<file path="src/rtl/conv_out_reader.sv">
// conv_out_reader: drains the conv output SRAM in ch->row->word order into a
// valid/ready stream with row/frame end tags. Optional macro CONV_OUT_CHKSUM_EN.
//
// Ports: clk, rst_n (async low); start/clr control; busy/done status;
// sram_rd_en/sram_addr/sram_rdata (1-cycle read latency);
// m_valid/m_ready/m_data/m_last_row/m_last_frame stream;
// checksum (only with CONV_OUT_CHKSUM_EN).
module conv_out_reader #(
  parameter int DATA_W     = 32,
  parameter int ADDR_W     = 16,
  parameter int N_CH       = 16,
  parameter int N_ROW      = 112,
  parameter int N_WORD     = 28,
  parameter int FIFO_DEPTH = 4
) (
  input  logic              clk,
  input  logic              rst_n,
  input  logic              start,
  input  logic              clr,
  output logic              busy,
  output logic              done,
  output logic              sram_rd_en,
  output logic [ADDR_W-1:0] sram_addr,
  input  logic [DATA_W-1:0] sram_rdata,
  output logic              m_valid,
  input  logic              m_ready,
  output logic [DATA_W-1:0] m_data,
  output logic              m_last_row,
  output logic              m_last_frame
`ifdef CONV_OUT_CHKSUM_EN
  ,
  output logic [31:0]       checksum
`endif
);

  localparam int PW = $clog2(FIFO_DEPTH);
  localparam int WW = (N_WORD > 1) ? $clog2(N_WORD) : 1;
  localparam int RW = (N_ROW > 1) ? $clog2(N_ROW) : 1;
  localparam int CW = (N_CH > 1) ? $clog2(N_CH) : 1;

  localparam logic [1:0] S_IDLE  = 2'd0;
  localparam logic [1:0] S_RUN   = 2'd1;
  localparam logic [1:0] S_DRAIN = 2'd2;
  localparam logic [1:0] S_DONE  = 2'd3;

  logic [1:0]        state_q, state_d;
  logic [WW-1:0]     word_q, word_d;
  logic [RW-1:0]     row_q, row_d;
  logic [CW-1:0]     ch_q, ch_d;
  logic [ADDR_W-1:0] addr_q, addr_d;
  logic              rdv_q, tag_lr_q, tag_lf_q;
  logic [PW-1:0]     wptr_q, rptr_q;
  logic [PW:0]       cnt_q, cnt_d;
  logic [DATA_W+1:0] mem_q [FIFO_DEPTH];
  logic [DATA_W+1:0] head;

  logic start_ok, issue, push, pop;
  logic is_lw, is_lr, is_lc, is_lf;

  assign start_ok = start && !clr && (state_q == S_IDLE);
  assign is_lw    = (word_q == WW'(N_WORD - 1));
  assign is_lr    = (row_q == RW'(N_ROW - 1));
  assign is_lc    = (ch_q == CW'(N_CH - 1));
  assign is_lf    = is_lw && is_lr && is_lc;

  // Credits: FIFO occupancy plus the read still in the SRAM pipe.
  assign issue = (state_q == S_RUN) && !clr &&
                 (({1'b0, cnt_q} + (PW+2)'(rdv_q)) < (PW+2)'(FIFO_DEPTH));

  assign push = rdv_q && !clr;
  assign head = mem_q[rptr_q];

  assign m_valid      = (cnt_q != '0);
  assign m_data       = m_valid ? head[DATA_W+1:2] : '0;
  assign m_last_row   = m_valid && head[1];
  assign m_last_frame = m_valid && head[0];
  assign pop          = m_valid && m_ready;

  assign sram_rd_en = issue;
  assign sram_addr  = addr_q;
  assign busy       = (state_q != S_IDLE);
  assign done       = (state_q == S_DONE);

  always_comb begin
    state_d = state_q;
    unique case (state_q)
      S_IDLE:  if (start_ok) state_d = S_RUN;
      S_RUN:   if (issue && is_lf) state_d = S_DRAIN;
      S_DRAIN: if (pop && m_last_frame) state_d = S_DONE;
      S_DONE:  state_d = S_IDLE;
      default: state_d = S_IDLE;
    endcase
    if (clr) state_d = S_IDLE;
  end

  always_comb begin
    word_d = word_q;
    row_d  = row_q;
    ch_d   = ch_q;
    addr_d = addr_q;
    if (clr || start_ok) begin
      word_d = '0;
      row_d  = '0;
      ch_d   = '0;
      addr_d = '0;
    end else if (issue) begin
      addr_d = addr_q + ADDR_W'(1);
      if (is_lw) begin
        word_d = '0;
        if (is_lr) begin
          row_d = '0;
          ch_d  = is_lc ? '0 : ch_q + CW'(1);
        end else begin
          row_d = row_q + RW'(1);
        end
      end else begin
        word_d = word_q + WW'(1);
      end
    end
  end

  always_comb begin
    cnt_d = cnt_q;
    unique case ({push, pop})
      2'b10:   cnt_d = cnt_q + (PW+1)'(1);
      2'b01:   cnt_d = cnt_q - (PW+1)'(1);
      default: cnt_d = cnt_q;
    endcase
    if (clr) cnt_d = '0;
  end

  always_ff @(posedge clk or negedge rst_n) begin
    if (!rst_n) begin
      state_q  <= S_IDLE;
      word_q   <= '0;
      row_q    <= '0;
      ch_q     <= '0;
      addr_q   <= '0;
      rdv_q    <= 1'b0;
      tag_lr_q <= 1'b0;
      tag_lf_q <= 1'b0;
      wptr_q   <= '0;
      rptr_q   <= '0;
      cnt_q    <= '0;
    end else begin
      state_q <= state_d;
      word_q  <= word_d;
      row_q   <= row_d;
      ch_q    <= ch_d;
      addr_q  <= addr_d;
      rdv_q   <= issue;
      if (issue) begin
        tag_lr_q <= is_lw;
        tag_lf_q <= is_lf;
      end
      cnt_q <= cnt_d;
      if (clr) begin
        wptr_q <= '0;
        rptr_q <= '0;
      end else begin
        if (push) wptr_q <= wptr_q + PW'(1);
        if (pop)  rptr_q <= rptr_q + PW'(1);
      end
    end
  end

  always_ff @(posedge clk or negedge rst_n) begin
    if (!rst_n) begin
      for (int i = 0; i < FIFO_DEPTH; i++) mem_q[i] <= '0;
    end else if (push) begin
      mem_q[wptr_q] <= {sram_rdata, tag_lr_q, tag_lf_q};
    end
  end

`ifdef CONV_OUT_CHKSUM_EN
  logic [31:0] csum_q, csum_d;

  always_comb begin
    csum_d = csum_q;
    if (clr || start_ok) begin
      csum_d = '0;
    end else if (pop) begin
      for (int i = 0; i < DATA_W / 8; i++)
        csum_d = csum_d + {{24{m_data[8*i+7]}}, m_data[8*i +: 8]};
    end
  end

  always_ff @(posedge clk or negedge rst_n) begin
    if (!rst_n) csum_q <= '0;
    else        csum_q <= csum_d;
  end

  assign checksum = csum_q;
`endif

endmodule

</file>
<file path="config.mk">
export PLATFORM = sky130hd
export DESIGN_NAME = conv_out_reader
export DESIGN_NICKNAME = d
export VERILOG_FILES = /design/src/rtl/conv_out_reader.sv
export SDC_FILE = /design/constraint.sdc
export NUM_CORES = 1
export LEC_CHECK = 0
export BUFFER_PORTS_ARGS = -buffer_cell sky130_fd_sc_hd__buf_2
export CAP_MARGIN = 20
export CORE_MARGIN = 2
export CORE_UTILIZATION = 35
export DETAILED_ROUTE_END_ITERATION = 10
export PLACE_DENSITY = 0.54
export SETUP_SLACK_MARGIN = 0.4
export SLEW_MARGIN = 20
export SYNTH_ARGS = -nofsm -noshare
export SYNTH_HDL_FRONTEND = slang
export SYNTH_SLANG_ARGS = --single-unit
</file>
<file path="constraint.sdc">
create_clock -name clk -period 1.8 [get_ports clk]
set_input_delay 0.09 -clock clk [delete_from_list [all_inputs] [get_ports clk]]
set_output_delay 0.09 -clock clk [all_outputs]
set_load 0.02 [all_outputs]
</file>
==> results of run 1 <==
## worst reg2reg max path, cell delays in order (launching register included)
cell,delay [ps]
dfrtp_1,400
inv_2,80
ha_4,120
nor3b_4,240
buf_6,160
buf_6,90
nand4_1,110
buf_6,170
or3_4,380
a21oi_2,130
## cells by family after synthesis
kind of cell,Yosys count
multiplexers,174
XOR/XNOR,17
adder cells (fa/ha/maj),14
buffers and inverters,44
AO/OA/AOI/OAI,39
flip-flops,180
AND/OR/NAND/NOR,146
## state kept, by name (all words and copies together) (netlist names)
| register | flops |
|---|---|
| state_q | 2 |
| rdv_q | 1 |
| word_q | 5 |
| row_q | 7 |
| wptr_q | 2 |
| mem_q | 136 |
| rptr_q | 2 |
| cnt_q | 3 |
| tag_lf_q | 1 |
| sram_addr | 16 |
| tag_lr_q | 1 |
| ch_q | 4 |
## worst paths after layout
kind / depth (start not counted) / startpoint / slack [ps] / endpoint
worst max register to register: 9 / state_q[1] / -130 / sram_addr[7]
max in group asynchronous: 3 / rst_n / 870 / mem_q[39]
worst max-delay path: 6 / rptr_q[0] / -260 / m_last_frame
worst min-delay path: 4 / m_ready / 60 / rptr_q[1]
worst min register to register: 1 / mem_q[68] / 510 / mem_q[68]
min in group asynchronous: 2 / rst_n / 230 / mem_q[50]
## metrics by stage
stage                     instances  worst slack (ps)  area, sq um
after floorplan                 614             -2.42         9360
after global placement         1043             -37.3        10400
after detailed placement       1043             -91.3        10400
after CTS                      1171              -292        12800
after global routing           1181              -331        13100
final                          1181              -255        13100
## synthesized netlist by cell type (2+ instances only)
library cell / n
dfrtp_1: 180
mux2_2: 136
and2_1: 35
mux4_2: 34
nand2_1: 31
nor2_1: 28
a21oi_1: 21
buf_2: 18
nand3_1: 16
ha_1: 13
inv_1: 11
clkbuf_1: 9
xor2_1: 9
o21ai_0: 8
or3_1: 8
xnor2_1: 8
nor3_1: 6
and3_1: 4
buf_1: 4
mux2i_1: 4
nand4_1: 3
a211oi_1: 2
nand4b_1: 2
nor2b_1: 2
## final cells by class
type / count / area, sq um / share of cell area (%)
well taps: 319 / 399 / 3.05
clock buffers: 18 / 429 / 3.27
inverters: 11 / 51.3 / 0.391
repair buffers: 245 / 2620 / 20.0
flip-flops and latches: 180 / 4510 / 34.4
multi-input cells: 394 / 4960 / 37.8
clock inverters: 14 / 145 / 1.11
## where the power goes
part	total [mW]	internal (mW)	switching [mW]
sequential	5.18	4.74	0.442
clock	3.69	1.96	1.73
combinational	7.78	4.52	3.26
## layer usage
layer  vias to the layer above  global-route usage, %  part of all wire (%)
met1                      3114                   24.6                    44
met4                         0                   3.60                  0.75
met5                         -                      0                     0
met3                        12                   4.28                   3.2
met2                       118                   33.0                    52
li1                       2672                      -                     -
## what timing repair did
action	CTS	global route
setup endpoints to repair	215	216
setup buffers	51	9
hold buffers	34	0
gates cloned	11	1
pin swaps	35	26
hold endpoints to repair	183	0
resized for setup	202	55
==> impl_metrics.json, run 1 <==
{
  "status": "complete, but fails checks",
  "failed_checks": "setup timing",
  "clkTransAtPathRegs_ps": 70,
  "final_nets": 900,
  "synth-simple-area-share_pct": 9.24,
  "synthAdderAreaFrac_pct": 2.17,
  "diodes": 0,
  "synth.top_cell.area_share_pct": 53.6,
  "synth_top_family_by_area": "multiplexers",
  "cp.arrival_ps": 1970,
  "portBuffers": 90,
  "cpPeakStageDelay_ps": 470,
  "worst_slew_pin_slew_ps": 600,
  "final_cell_mix": "dfrtp_1, mux2_4, buf_6, buf_2",
  "ys.flop_type": "dfrtp_1",
  "hpwl_um": 13700,
  "dieArea_sq_um": 25300,
  "clkLatencyLatePin_ps": 430,
  "setup-tns-final_ps": -8020,
  "num_vias": 5916,
  "synth_compound_area_share_pct": 2.99,
  "required_ps": 1710,
  "drtPass1Iterations": 6,
  "ys_seq_elements": 180,
  "ys_seq_area_share_pct": 53.6,
  "synthesis.nets": 665,
  "overflow": 0,
  "worstSetupEndpointType": "primary output",
  "cp_slowest_cell": "mux4_2",
  "viasPerCell": 5.01,
  "clockBufferDepth": 2,
  "ir_worst_vdd_uv": 744,
  "synth.avg_cell_area_sq_um": 13.7,
  "tritoncts": "yes",
  "die_w_um": 159,
  "drv_slew": 0,
  "io_pins": 91,
  "synth_area_sq_um": 8400,
  "max_clock_freq_mhz": 487,
  "synth_cells": 614,
  "drc": 0,
  "setup_viol": 49,
  "die_h_um": 159,
  "h-tree-depth": 4,
  "post_drt_wl_per_cell_um": 19.5,
  "p_per_area_nw_per_um2": 1270,
  "gp_congestion": 0.769,
  "synthMuxAreaShare_pct": 27.8,
  "critPathLaunchType": "register",
  "crit_path_max_fanout": 4,
  "final_common_cell": "dfrtp_1",
  "areaGrowthSynthToFinish_pct": 56.1,
  "totalWireLength_um": 23100,
  "finalPower_mw": 16.6,
  "p_leak_nw": 6.32,
  "cts_root_buf": "clkbuf_16",
  "numCtsBuffers": 17,
  "crit_chain": "buf_6 -> buf_4 -> buf_6 -> mux4_2 -> and2_4 -> buf_6",
  "post-route-period-util_pct": 114,
  "initial_core_util_pct": 35.7,
  "yosys-top-cells-area": "dfrtp_1, mux2_2, mux4_2",
  "coreArea_sq_um": 23500,
  "cp_common_cell": "buf_6",
  "synthXorXnorAreaFrac_pct": 1.77,
  "fillers": 1932,
  "rsz0062_at_grt": "true",
  "cts.sinks": 180,
  "drive_above_1_share_pct": 63.1,
  "crit_buf_inv": 4,
  "grt_pass1_vias": 6606,
  "async_reset_ff_share_pct": 100,
  "setup_ws_ps": -255,
  "grt_util_all_layers_pct": 19.0,
  "num_rows": 56,
  "final_core_util_pct": 55.7,
  "synth_top_cell_by_area": "dfrtp_1",
  "hp-class": "in -> reg",
  "ys_warn_count": 0,
  "hold_viol": 0,
  "synth_edf_count": 0,
  "fin_skew_ps": 11.5,
  "drv_cap": 0,
  "hold_slack_ps": 55.6,
  "max_slew_margin_pct": 60.0,
  "antenna_found_initial": 0,
  "critPathKind": "reg -> out",
  "grt_max_degree": 61,
  "crit_family": "buffers and inverters",
  "ant_nets": 0,
  "synth_cell_types": 46,
  "grt_first_pass_wirelength_um": 37600,
  "drtIter0Drc": 302,
  "min_period_ps": 2060
}
No activity file was read; power rests on OpenSTA's default activity.
==> run 2, diff against run 1 <==
--- a/config.mk
+++ b/config.mk
@@ -6,11 +6,11 @@
 export NUM_CORES = 1
 export LEC_CHECK = 0
 export BUFFER_PORTS_ARGS = -buffer_cell sky130_fd_sc_hd__buf_2
-export CAP_MARGIN = 20
 export CORE_MARGIN = 2
 export CORE_UTILIZATION = 35
 export DETAILED_ROUTE_END_ITERATION = 10
-export PLACE_DENSITY = 0.54
+export GPL_ROUTABILITY_DRIVEN = 0
+export PLACE_DENSITY = 0.52
 export SETUP_SLACK_MARGIN = 0.4
 export SLEW_MARGIN = 20
 export SYNTH_ARGS = -nofsm -noshare
==> constraint.sdc (replaced) <==
create_clock -name clk -period 2.2 [get_ports clk]
set_input_delay 0.11 -clock clk [delete_from_list [all_inputs] [get_ports clk]]
set_output_delay 0.11 -clock clk [all_outputs]
set_load 0.02 [all_outputs]
==> impl_metrics.json, run 2 (same netlist as run 1, synthesis figures left out) <==
{
  "status": "finished, final reports clean",
  "totalWireLength_um": 20100,
  "cp.arrival_ps": 1960,
  "r2r_slack_ps": 190,
  "drv_slew": 0,
  "areaGrowthSynthToFinish_pct": 36.7,
  "setup-tns-final_ps": 0,
  "cp_common_cell": "buf_12",
  "die_w_um": 159,
  "num_vias": 5586,
  "final_cell_mix": "dfrtp_1, mux2_2, buf_6, buf_2",
  "crit_path_max_fanout": 5,
  "clkTransAtPathRegs_ps": 70,
  "hp-class": "in -> reg",
  "whs_path_depth": 2,
  "cts.sinks": 180,
  "finalPower_mw": 13.2,
  "max_slew_margin_pct": 52.2,
  "post-route-period-util_pct": 93.9,
  "critPathLaunchType": "register",
  "initial_core_util_pct": 35.7,
  "worstSetupEndpointType": "primary output",
  "drv_cap": 0,
  "antenna_found_initial": 1,
  "tritoncts": "yes",
  "hpwl_um": 12200,
  "num_rows": 56,
  "hold_start": "clr",
  "post_drt_wl_per_cell_um": 17.9,
  "worst_slew_pin_slew_ps": 716,
  "startpoint": "rptr_q[0]",
  "drtIter0Drc": 248,
  "numCtsBuffers": 17,
  "clockBufferDepth": 2,
  "drc": 0,
  "p_leak_nw": 5.31,
  "grt_first_pass_wirelength_um": 32800,
  "rr_worst_depth": 8,
  "required_ps": 2090,
  "dieArea_sq_um": 25300,
  "drtPass1Iterations": 5,
  "critPathKind": "reg -> out",
  "p_per_area_nw_per_um2": 1150,
  "cp_slowest_cell": "dfrtp_2",
  "overflow": 0,
  "clkLatencyLatePin_ps": 430,
  "portBuffers": 90,
  "largest_reg_flops": 136,
  "min_period_ps": 2070,
  "dp_cells": 1013,
  "ir_worst_vdd_uv": 519,
  "crit_chain": "buf_12 -> buf_12 -> buf_16 -> mux4_2 -> and2_4 -> buf_6",
  "final_nets": 842,
  "fin_skew_ps": 10.7,
  "max_clock_freq_mhz": 484,
  "drive_above_1_share_pct": 57.0,
  "cts_root_buf": "clkbuf_16",
  "rr_startpoint": "cnt_q[2]",
  "io_pins": 91,
  "final_common_cell": "dfrtp_1",
  "die_h_um": 159,
  "setup_viol": 0,
  "ant_nets": 0,
  "grt_util_all_layers_pct": 16.5,
  "hold_slack_ps": 52.3,
  "rsz0062_at_grt": "true",
  "grt_pass1_vias": 6142,
  "final_cell_count_no_fill": 1124,
  "largest_register": "mem_q",
  "h-tree-depth": 4,
  "cpPeakStageDelay_ps": 450,
  "viasPerCell": 4.97,
  "hold_viol": 0,
  "grt_max_degree": 72,
  "coreArea_sq_um": 23500
}
[run 2: cell types whose count changed in the layout (fill, tap and decap cells not counted), sizes merged, moves of 2 or more]
cell      previous run  this run
clkinvlp             4         2
buf                210       157
nand2               36        32
clkinv               2         4
[run 2: critical path: cells and delay by family, from the launching register on]
family	cells	cell delay, ps
buf+inv	4	520
flops	1	450
mux	1	410
simple gates	1	150
[run 2: power breakdown]
| part | total (mW) | switching [mW] | internal (mW) |
|---|---|---|---|
| Combinational | 6.01 | 2.53 | 3.48 |
| Sequential | 4.20 | 0.319 | 3.88 |
| Clock | 2.95 | 1.42 | 1.53 |
| Total | 13.2 | 4.26 | 8.89 |
[run 2: worst paths after layout]
kind                                    to
worst max register to register    cnt_q[2]
worst min-delay path              cnt_q[0]
worst max-delay path            m_data[28]
worst min register to register  mem_q[108]
max in group asynchronous         cnt_q[0]
min in group asynchronous        mem_q[77]
[run 2: through the flow]
stage                     worst slack, ps  utilization (%)  cell area (sq um)
after floorplan                       363                -               8450
after global placement                186             39.8               9360
after detailed placement              106             39.8               9360
after CTS                            96.3             46.7              11000
after global routing                 66.0             48.7              11500
final                                 134             48.8              11500
[run 2: layer usage]
layer / GRT usage (%) / up-vias / routed length, um
met2: 28.5 / 93 / 10200
li1: - / 2568 / -
met1: 20.9 / 2907 / 9030
met4: 4.75 / 0 / 225
met3: 3.37 / 18 / 653
met5: 0 / - / 0
[run 2: layout make-up]
type / instances / area, sq um
inverter: 11 / 43.8
timing repair buffer: 191 / 1840
antenna: 1 / 2.50
sequential: 180 / 4510
tap: 319 / 399
fill: 2043 / 12100
clock buffer: 18 / 439
multi-input combinational: 390 / 4110
clock inverter: 14 / 135
[run 2: repair_timing]
item	in CTS	in global routing
buffers inserted	24	16
hold endpoints to repair	196	0
endpoints found under the setup margin	79	122
gates cloned	4	1
gates resized for setup	119	82
pin swaps	18	56
hold buffers	33	0
==> run 3, diff against run 2 <==
--- a/config.mk
+++ b/config.mk
@@ -11,7 +11,7 @@
 export DETAILED_ROUTE_END_ITERATION = 10
 export GPL_ROUTABILITY_DRIVEN = 0
 export PLACE_DENSITY = 0.52
-export SETUP_SLACK_MARGIN = 0.4
+export SETUP_SLACK_MARGIN = 0.3
 export SLEW_MARGIN = 20
 export SYNTH_ARGS = -nofsm -noshare
 export SYNTH_HDL_FRONTEND = slang
==> impl_metrics.json, run 3 (same netlist as run 1, synthesis figures left out) <==
{
  "hpwl_um": 12400,
  "final_nets": 827,
  "initial_core_util_pct": 35.7,
  "areaGrowthSynthToFinish_pct": 33.1,
  "antenna_found_initial": 1,
  "crit_path_max_fanout": 3,
  "dp_cells": 1016,
  "final_common_cell": "dfrtp_1",
  "drc": 0,
  "post_dp_cell_area_sq_um": 9420,
  "crit_chain": "buf_6 -> buf_6 -> mux4_2 -> and2_4 -> buf_6",
  "clockBufferDepth": 2,
  "clkTransAtPathRegs_ps": 70,
  "post_drt_wl_per_cell_um": 18.1,
  "r2r_end": "ch_q[3]",
  "p_switching_mw": 4.00,
  "viasPerCell": 5.00,
  "r2r_slack_ps": 290,
  "cp_common_cell": "buf_6",
  "fin_skew_ps": 7.51,
  "final_cell_count_no_fill": 1109,
  "min_to": "wptr_q[0]",
  "cts_root_buf": "clkbuf_16",
  "place_ws_ps": 68.1,
  "grt_util_all_layers_pct": 16.3,
  "wl_met3_um": 762,
  "critPathLaunchType": "register",
  "drive_above_1_share_pct": 53.4,
  "p_sw_share_pct": 31.3,
  "seqPwrFrac_pct": 32.8,
  "whs_path_depth": 2,
  "overflow": 0,
  "rr_worst_depth": 8,
  "cp.arrival_ps": 1930,
  "min_period_ps": 2040,
  "numCtsBuffers": 17,
  "setup_viol": 0,
  "top_layer": "met4",
  "power_frac_clock_pct": 26.0,
  "die_w_um": 159,
  "worstSetupEndpointType": "primary output",
  "die_h_um": 159,
  "required_ps": 2090,
  "final_cell_mix": "dfrtp_1, mux2_2, buf_2, buf_6",
  "io_pins": 91,
  "hold_start": "clr",
  "wl_met1_um": 9050,
  "hp-class": "in -> reg",
  "post-route-period-util_pct": 92.7,
  "grt_pass1_vias": 6166,
  "tritoncts": "yes",
  "drv_slew": 0,
  "num_vias": 5543,
  "p_per_area_nw_per_um2": 1140,
  "rsz0062_at_grt": "true",
  "largest_reg_flops": 136,
  "worst_slew_pin_slew_ps": 553,
  "crit_buf_inv": 3,
  "hold_slack_ps": 62.2,
  "crit_family": "multiplexers",
  "h-tree-depth": 4,
  "num_rows": 56,
  "hold_viol": 0,
  "grt_first_pass_wirelength_um": 32700,
  "largest_register": "mem_q",
  "totalWireLength_um": 20100,
  "dieArea_sq_um": 25300,
  "status": "finished, final reports clean",
  "cp_slowest_cell": "mux4_2",
  "drtIter0Drc": 320,
  "setup-tns-final_ps": 0,
  "clkLatencyLatePin_ps": 430,
  "comb_power_share_pct": 41.1,
  "p_int_mw": 8.77,
  "fillers": 2070,
  "final_area_sq_um": 11200,
  "cts.sinks": 180,
  "p_leak_nw": 5.18,
  "drtPass1Iterations": 4,
  "max_clock_freq_mhz": 491,
  "drv_cap": 0,
  "portBuffers": 90,
  "setup_ws_ps": 161,
  "ir_worst_vdd_uv": 658,
  "coreArea_sq_um": 23500,
  "critPathKind": "reg -> out",
  "ant_nets": 0,
  "cpPeakStageDelay_ps": 550,
  "grt_max_degree": 57,
  "dr_wl_met2_um": 10100,
  "rr_startpoint": "state_q[1]",
  "max_slew_margin_pct": 63.1
}
run 3: cell count changes in the layout (fill, tap and decap cells not counted), sizes merged:
cell	change
inv	-4
clkinv	-1
bufinv	+4
clkbuf	+1
buf	-15
run 3: layout make-up:
type | instances | area [sq um] | share of cell area (%)
clock buffer | 19 | 443 | 3.96
inverter | 11 | 43.8 | 0.392
tap | 319 | 399 | 3.57
timing repair buffer | 176 | 1630 | 14.5
multi-input combinational | 390 | 3960 | 35.4
sequential | 180 | 4510 | 40.3
antenna | 1 | 2.50 | 0.0224
clock inverter | 13 | 195 | 1.75
run 3: repair_timing:
| action | 4_1_cts | 5_1_grt |
|---|---|---|
| buffers inserted | 16 | 8 |
| resized for setup | 72 | 83 |
| endpoints found under the setup margin | 57 | 51 |
| hold buffers | 33 | 0 |
| pin swaps | 4 | 10 |
| endpoints found under the hold margin | 181 | 0 |
| gates cloned | 2 | 1 |
run 3: power groups by stage:
stage / sequential (mW) / combinational, mW / clock (mW)
4_1_cts: 4.18 / 4.61 / 3.41
6_report: 4.19 / 5.25 / 3.33
3_5_place_dp: 4.27 / 3.71 / 0
2_1_floorplan: 4.14 / 2.64 / 0
5_1_grt: 4.26 / 5.61 / 3.54
3_3_place_gp: 4.22 / 3.61 / 0
run 3: worst max-delay path by stage:
| stage | startpoint | cells past startpoint | to |
|---|---|---|---|
| CTS | rptr_q[0] | 5 | m_data[0] |
| detailed placement | state_q[1] | 8 | sram_addr[10] |
| global placement | state_q[1] | 8 | sram_addr[10] |
| global route | rptr_q[0] | 5 | m_data[24] |
| finish | rptr_q[0] | 5 | m_last_frame |
| floorplan | cnt_q[0] | 7 | cnt_q[2] |
run 3: worst reg2reg max path, delay by kind of cell (launching register included):
family	cells	cell delay, ps
AND/OR/NAND/NOR	4	910
flip-flops	1	400
buffers and inverters	2	250
AO/OA/AOI/OAI	1	140
adder cells (fa/ha/maj)	1	130
run 3: per-layer routing:
layer  up-vias  GRT usage, %
met4         0          3.55
met3        19          4.15
met2       113          27.9
met1      2882          21.0
met5         -             0
li1       2529             -
run 3: per-stage QoR:
step / power [mW] / util [%]
floorplan: 6.77 / -
global placement: 7.83 / 40.0
detailed placement: 7.98 / 40.0
CTS: 12.2 / 45.9
global route: 13.4 / 47.5
finish: 12.8 / 47.5
